--- src/rtl/mem_responder.sv ---
// mem_responder: word-addressed data memory acting as the responder side of
// the CPU memory interface. Each accepted request completes with a one-cycle
// ready pulse after WAIT_STATES idle cycles. Misaligned, out-of-range and
// illegal (read+write) requests complete with addrErr. A side-band preload
// port writes words directly into the array.
module mem_responder #(
  parameter int DEPTH       = 32,
  parameter int WAIT_STATES = 2
) (
  input  logic                     clk,
  input  logic                     reset,
  input  logic                     memRead,
  input  logic                     memWrite,
  input  logic [31:0]              addr,
  input  logic [31:0]              data,
  output logic [31:0]              dataOut,
  output logic                     ready,
  output logic                     addrErr,
  output logic                     busy,
  input  logic                     load_en,
  input  logic [$clog2(DEPTH)-1:0] load_addr,
  input  logic [31:0]              load_data
);

  localparam int         AW        = $clog2(DEPTH);
  localparam logic [3:0] WAIT_LAST = 4'(WAIT_STATES);

  typedef enum logic [1:0] {
    IDLE = 2'd0,
    WAIT = 2'd1,
    RESP = 2'd2
  } state_t;

  state_t         state;
  logic [3:0]     waitCnt;
  logic           latRead;
  logic           latWrite;
  logic [31:0]    latAddr;
  logic [31:0]    latData;
  logic [31:0]    mem [DEPTH];

  logic [AW-1:0]  latIndex;
  logic           latErr;
  logic           doWrite;

  // An address is only usable when word aligned and every bit above the
  // word index is zero; asking for both read and write is also an error.
  assign latIndex = latAddr[AW+1:2];
  assign latErr   = (latAddr[1:0] != 2'b00)
                 || (latAddr[31:AW+2] != '0)
                 || (latRead && latWrite);
  assign doWrite  = (state == RESP) && latWrite && !latErr;

  // Transaction FSM: accept in IDLE, count wait states, then respond once.
  always_ff @(posedge clk or negedge reset) begin
    if (!reset) begin
      state    <= IDLE;
      waitCnt  <= '0;
      dataOut  <= '0;
      ready    <= 1'b0;
      addrErr  <= 1'b0;
      busy     <= 1'b0;
      latRead  <= 1'b0;
      latWrite <= 1'b0;
      latAddr  <= '0;
      latData  <= '0;
    end else begin
      case (state)
        IDLE: begin
          ready   <= 1'b0;
          addrErr <= 1'b0;
          if (memRead || memWrite) begin
            latRead  <= memRead;
            latWrite <= memWrite;
            latAddr  <= addr;
            latData  <= data;
            busy     <= 1'b1;
            waitCnt  <= '0;
            state    <= (WAIT_STATES > 0) ? WAIT : RESP;
          end
        end
        WAIT: begin
          waitCnt <= waitCnt + 4'd1;
          if (waitCnt + 4'd1 == WAIT_LAST) begin
            state <= RESP;
          end
        end
        RESP: begin
          ready   <= 1'b1;
          busy    <= 1'b0;
          waitCnt <= '0;
          state   <= IDLE;
          if (latErr) begin
            addrErr <= 1'b1;
            dataOut <= '0;
          end else if (latRead) begin
            dataOut <= mem[latIndex];
          end
        end
        default: begin
          state <= IDLE;
        end
      endcase
    end
  end

  // Array writes: preload first so a same-edge transaction write wins.
  always_ff @(posedge clk) begin
    if (reset && load_en) begin
      mem[load_addr] <= load_data;
    end
    if (doWrite) begin
      mem[latIndex] <= latData;
    end
  end

endmodule
--- config.mk ---
export PLATFORM = sky130hd
export DESIGN_NAME = mem_responder
export DESIGN_NICKNAME = d
export VERILOG_FILES = /design/src/rtl/mem_responder.sv
export SDC_FILE = /design/constraint.sdc
export NUM_CORES = 2
export LEC_CHECK = 0
export CAP_MARGIN = 40
export CORE_MARGIN = 2
export CORE_UTILIZATION = 33
export CTS_CLUSTER_SIZE = 16
export DETAILED_ROUTE_END_ITERATION = 7
export HOLD_SLACK_MARGIN = 0.15
export PLACE_DENSITY = 0.56
export RECOVER_POWER = 100
export SLEW_MARGIN = 20
export SYNTH_ARGS = -nofsm -noshare
export SYNTH_HDL_FRONTEND = slang
export SYNTH_SLANG_ARGS = --single-unit
--- constraint.sdc ---
create_clock -name clk -period 6.1 [get_ports clk]
set_input_delay 0.915 -clock clk [delete_from_list [all_inputs] [get_ports clk]]
set_output_delay 0.915 -clock clk [all_outputs]
set_load 0.1 [all_outputs]
Yosys cells after proc, flatten, opt, wreduce, memory -nomap -nowiden

Memories as Yosys holds them, arrays and structs flattened.
Index checks and enable logic that the tools add are counted.
Widths: inputs -> output; s select.

Logic and storage cells: 54
Memory bits (writable): 1024
Output and inout port bits: 35
Bits in registers: 107
Memories: 1

Memories:

| memory | depth | bits a word | rd ports | clocked after memory_dff | wr ports | RTL line | RTL |
|---|---|---|---|---|---|---|---|
| mem    | 32    | 32          | 1        | 0                        | 2        | 40       | `logic [31:0] mem [DEPTH];` |

Add/sub/neg operators: 1
Reductions and logical operators: 20
Muxes and demuxes: 16
Eq/ne operators: 6

Operators by type and width:

| cell                | count |
|---|---|
| $mux 32             | 2 |
| $reduce_bool 25->1  | 1 |
| $pmux 4 s3          | 1 |
| $reduce_and 2->1    | 6 |
| $mux 1              | 6 |
| $ne 2x2->1 const B  | 3 |
| $pmux 1 s2          | 3 |
| $reduce_bool 2->1   | 3 |
| $add 4x1->4 const B | 1 |
| $eq 4x2->1 const B  | 1 |
| $logic_and 1x1->1   | 4 |
| $mux 2              | 2 |
| $mux 4              | 1 |
| $pmux 2 s2          | 1 |
| $logic_or 1x1->1    | 3 |
| $reduce_bool 3->1   | 1 |
| $eq 2x1->1 const B  | 1 |
| $eq 2x2->1 const B  | 1 |
| $logic_not 2->1     | 1 |
| $logic_not 1->1     | 1 |

Depth between registers and ports, before layout

Depth after elaboration: 7
Depth in mapped cells: 8
Depth with buffers taken out: 5

Worst setup path before layout

Ideal clock, no wire load.

Kind: input port to flip-flop
Start: input load_addr[1]
End: memory mem[12][0], enable pin
Stages on the path: 3
Path slack: 2.674 ns
Required time: 5.672 ns
Data arrival time: 2.998 ns
Path through: or3_1 -> buf_1 -> o21bai_1

RTL lines:

| what            | RTL line | RTL |
|---|---|---|
| start, declared | 21       | `input logic [$clog2(DEPTH)-1:0] load_addr,` |
| end, declared   | 40       |  |

Worst setup path after layout

Start: register latAddr[2]
End: register dataOut[25]

Word-level cells in the longest chain between the ends: 3

Ends and longest elaborated chain:

| what                   | RTL line | RTL |
|---|---|---|
| start, declared        | 38       | `logic [31:0] latAddr;` |
| start signal, assigned | 75       | `latAddr <= addr;` |
| $mem_v2 32x32          | n/a      |  |
| $mux 32                | 96       | `end else if (latRead) begin` |
| $mux 32                | 93       | `if (latErr) begin` |
| end signal, assigned   | 97       | `dataOut <= mem[latIndex];` |
| end, declared          | 16       | `output logic [31:0] dataOut,` |

No other way between the ends. The select of a mux whose other input is x is not followed.
A chain may end at the register's enable or synchronous reset.

==> impl_metrics.ini <==
[timing]
period_share_pct = 79.20
fin_tns_setup_ns = 0
hold_viol = 0
period_needed_ns = 4.831
rsz0062_at_grt = false
finalMaxSlewViolations = 523
finClkSkew_ns = 0.06179
max_slew.worst_pin.slew_ns = 2.920
setup_viol = 0
fmax_mhz = 207.0
slew_headroom_pct = -94.68
postLayoutSetupSlackWorst_ns = 1.269

[final_layout]
syn_to_final_growth_pct = 12.67
stdcell_area_um2 = 65060
drive_above_1_share_pct = 38.31
fin_util_pct = 37.43
final_nets = 3634

[clock_tree]
h-tree-depth = 3
cts_max_path_buffers = 3
cts_resized = 0
cts_root_buffer = clkbuf_16
cts.sinks = 1131
clock_latency_ns = 0.76
cts_tree = built
numCtsBuffers = 117
clkTransAtPathRegs_ns = 0.06

[power_and_ir_drop]
power.density_nw_per_um2 = 366.9
p_int_w = 0.01539
ir_drop_uv = 324.1
leakage_nw = 21.29
p_sw_w = 0.008484
p_clk_share_pct = 29.7
seq_power_share_pct = 39.6
switching_share_pct = 35.54
power_frac_comb_pct = 30.7

[floorplan]
die_w_um = 422.3
die_area_um2 = 178400
rows = 153
ios = 141
coreArea_um2 = 173800
fp.dieH_um = 422.3
initial_core_util_pct = 33.22

[yosys]
async_flop_share_pct = 9.461
synth_top_area_share_pct = 53.25
synth_nets = 3590
yosysMostFrequentCell = edfxtp_1
ys.warnings.count = 0
synth-main-ff-cell = edfxtp_1
synth_top_cell_by_area = edfxtp_1
synth-edff-count = 1024
synth-seq-area-share_pct = 57.89
synth_cell_types = 55
syn_area_um2 = 57750
netlist_instances = 3482
synth_common_cells = edfxtp_1 (1,024), mux2_2 (839), mux2i_1 (256)
ys_seq_elements = 1131
synth_area_leaders = edfxtp_1 (53%), mux2_2 (16%), mux4_2 (5.0%)
avgSynthCellArea_um2 = 16.58

[place]
dpl_cell_area_um2 = 62660
place.gp.congestion = 0.8216
port_buffers = 140
dp_hpwl_um = 120900
pre_cts_slack_ns = 2.128

[min_path]
min_path_type = reg2reg
min_delay_path_depth = 1

[critical_path]
worstPathArrival_ns = 5.47
cp-end-kind = flop
path_class = reg2reg
crit_fanout = 75
rr_worst_depth = 6
crit_required_ns = 6.74
startpoint_type = flop

[global_routing]
grt_max_degree = 104
grt_pass1_wl_um = 267100
grt_usage_pct = 20.86
first_global_vias = 33390
antenna_found_initial = 9
overflow = 0

[route]
wirelength_um = 189700
vias = 33070
via_per_inst = 5.556
initialDrtViolationCount = 3078
ant_nets = 0
drcViolationCount = 0
wl_per_cell_um = 31.86
dr.pass1.iters = 7

[run]
drv_cap = 28

[run_status]
status = finished with violations
violations = max-capacitance violations, max-slew violations
## power by group through the flow
stage / clock network [W] / logic, W / registers [W]
finish: 0.00710 / 0.00732 / 0.00945
floorplan: 0 / 0.00448 / 0.00915
global placement: 0 / 0.00661 / 0.0101
detailed placement: 0 / 0.00725 / 0.00973
global route: 0.00749 / 0.00756 / 0.00950
CTS: 0.00720 / 0.00728 / 0.00956
## final cells by class
cell class | instances | area, um^2
Tap cell | 2325 | 2909
Fill cell | 16490 | 108800
Antenna cell | 2 | 5.005
Clock buffer | 157 | 3261
Inverter | 2 | 7.507
Sequential cell | 1131 | 33450
Timing Repair Buffer | 344 | 3715
Multi-Input combinational cell | 1930 | 21260
Clock inverter | 62 | 457.9
## cell usage in the layout (no fill, tap or decap), drive strengths merged, types with 5 or more instances in the layout
master	n
nor2	42
dlygate4sd3	27
nor4	38
o22ai	65
a22oi	128
o21bai	33
mux2i	256
buf	179
inv	6
mux2	1088
dfrtp	107
nand2	17
a32o	34
edfxtp	1024
clkbuf	209
clkinv	51
clkdlybuf4s50	86
nor3	7
mux4	128
nor4b	5
and4	33
or3b	5
nand3b	7
## kinds of logic (layout without fill, tap and decap cells)
| family | Yosys count | count (layout) | share of synthesized area (%) |
|---|---|---|---|
| xor+xnor | 1 | 1 | 0.01517 |
| other cells | 0 | 2 | 0 |
| buf+inv | 421 | 565 | 4.132 |
| flops | 1131 | 1131 | 57.89 |
| simple gates | 186 | 186 | 2.966 |
| mux | 1472 | 1472 | 31.46 |
| compound gates | 269 | 269 | 3.493 |
| fa+ha+maj | 2 | 2 | 0.04333 |
## state kept, by name, summed over array words and instances (netlist names)
signal / count
addrErr: 1
dataOut: 32
busy: 1
ready: 1
waitCnt: 4
latData: 32
latAddr: 32
latRead: 1
latWrite: 1
state: 2
mem: 1024
## per-stage QoR
step	hold WS (ns)	total power, W	cells
global route	0.5219	0.02455	5951
detailed placement	0.4962	0.01698	5725
floorplan	0.4790	0.01363	3482
finish	0.5055	0.02387	5953
CTS	0.5098	0.02405	5945
global placement	0.4914	0.01668	5644
## worst paths after layout
check,from,end,slack [ns]
setup / recovery,latAddr[2],dataOut[25],1.27
hold / removal,latData[14],latData[14],0.51
setup reg to reg,latAddr[2],dataOut[25],1.27
hold reg to reg,latData[14],latData[14],0.51
max in group asynchronous,reset,latData[13],1.62
min in group asynchronous,reset,latData[29],0.68
## worst max-delay path: stages (launching register included)
cell and delay (ns):
dfrtp_1 1.10, buf_12 0.52, nor4bb_1 0.37, clkbuf_1 1.28
a22oi_1 0.48, and4_1 0.50, a32o_1 0.31
## metal layers
layer	track usage (%)	routed length [um]
met5	0	27
met4	10.18	10890
met3	2.387	9695
met2	35.25	92780
met1	26.55	76290
## what timing repair did
| action | 4_1_cts | 5_1_grt |
|---|---|---|
| setup buffers | 0 | 0 |
| hold endpoints to repair | 29 | 0 |
| endpoints found under the setup margin | 0 | 0 |
| hold buffers | 1 | 0 |
Note: power is estimated with default switching activity, not from simulation.
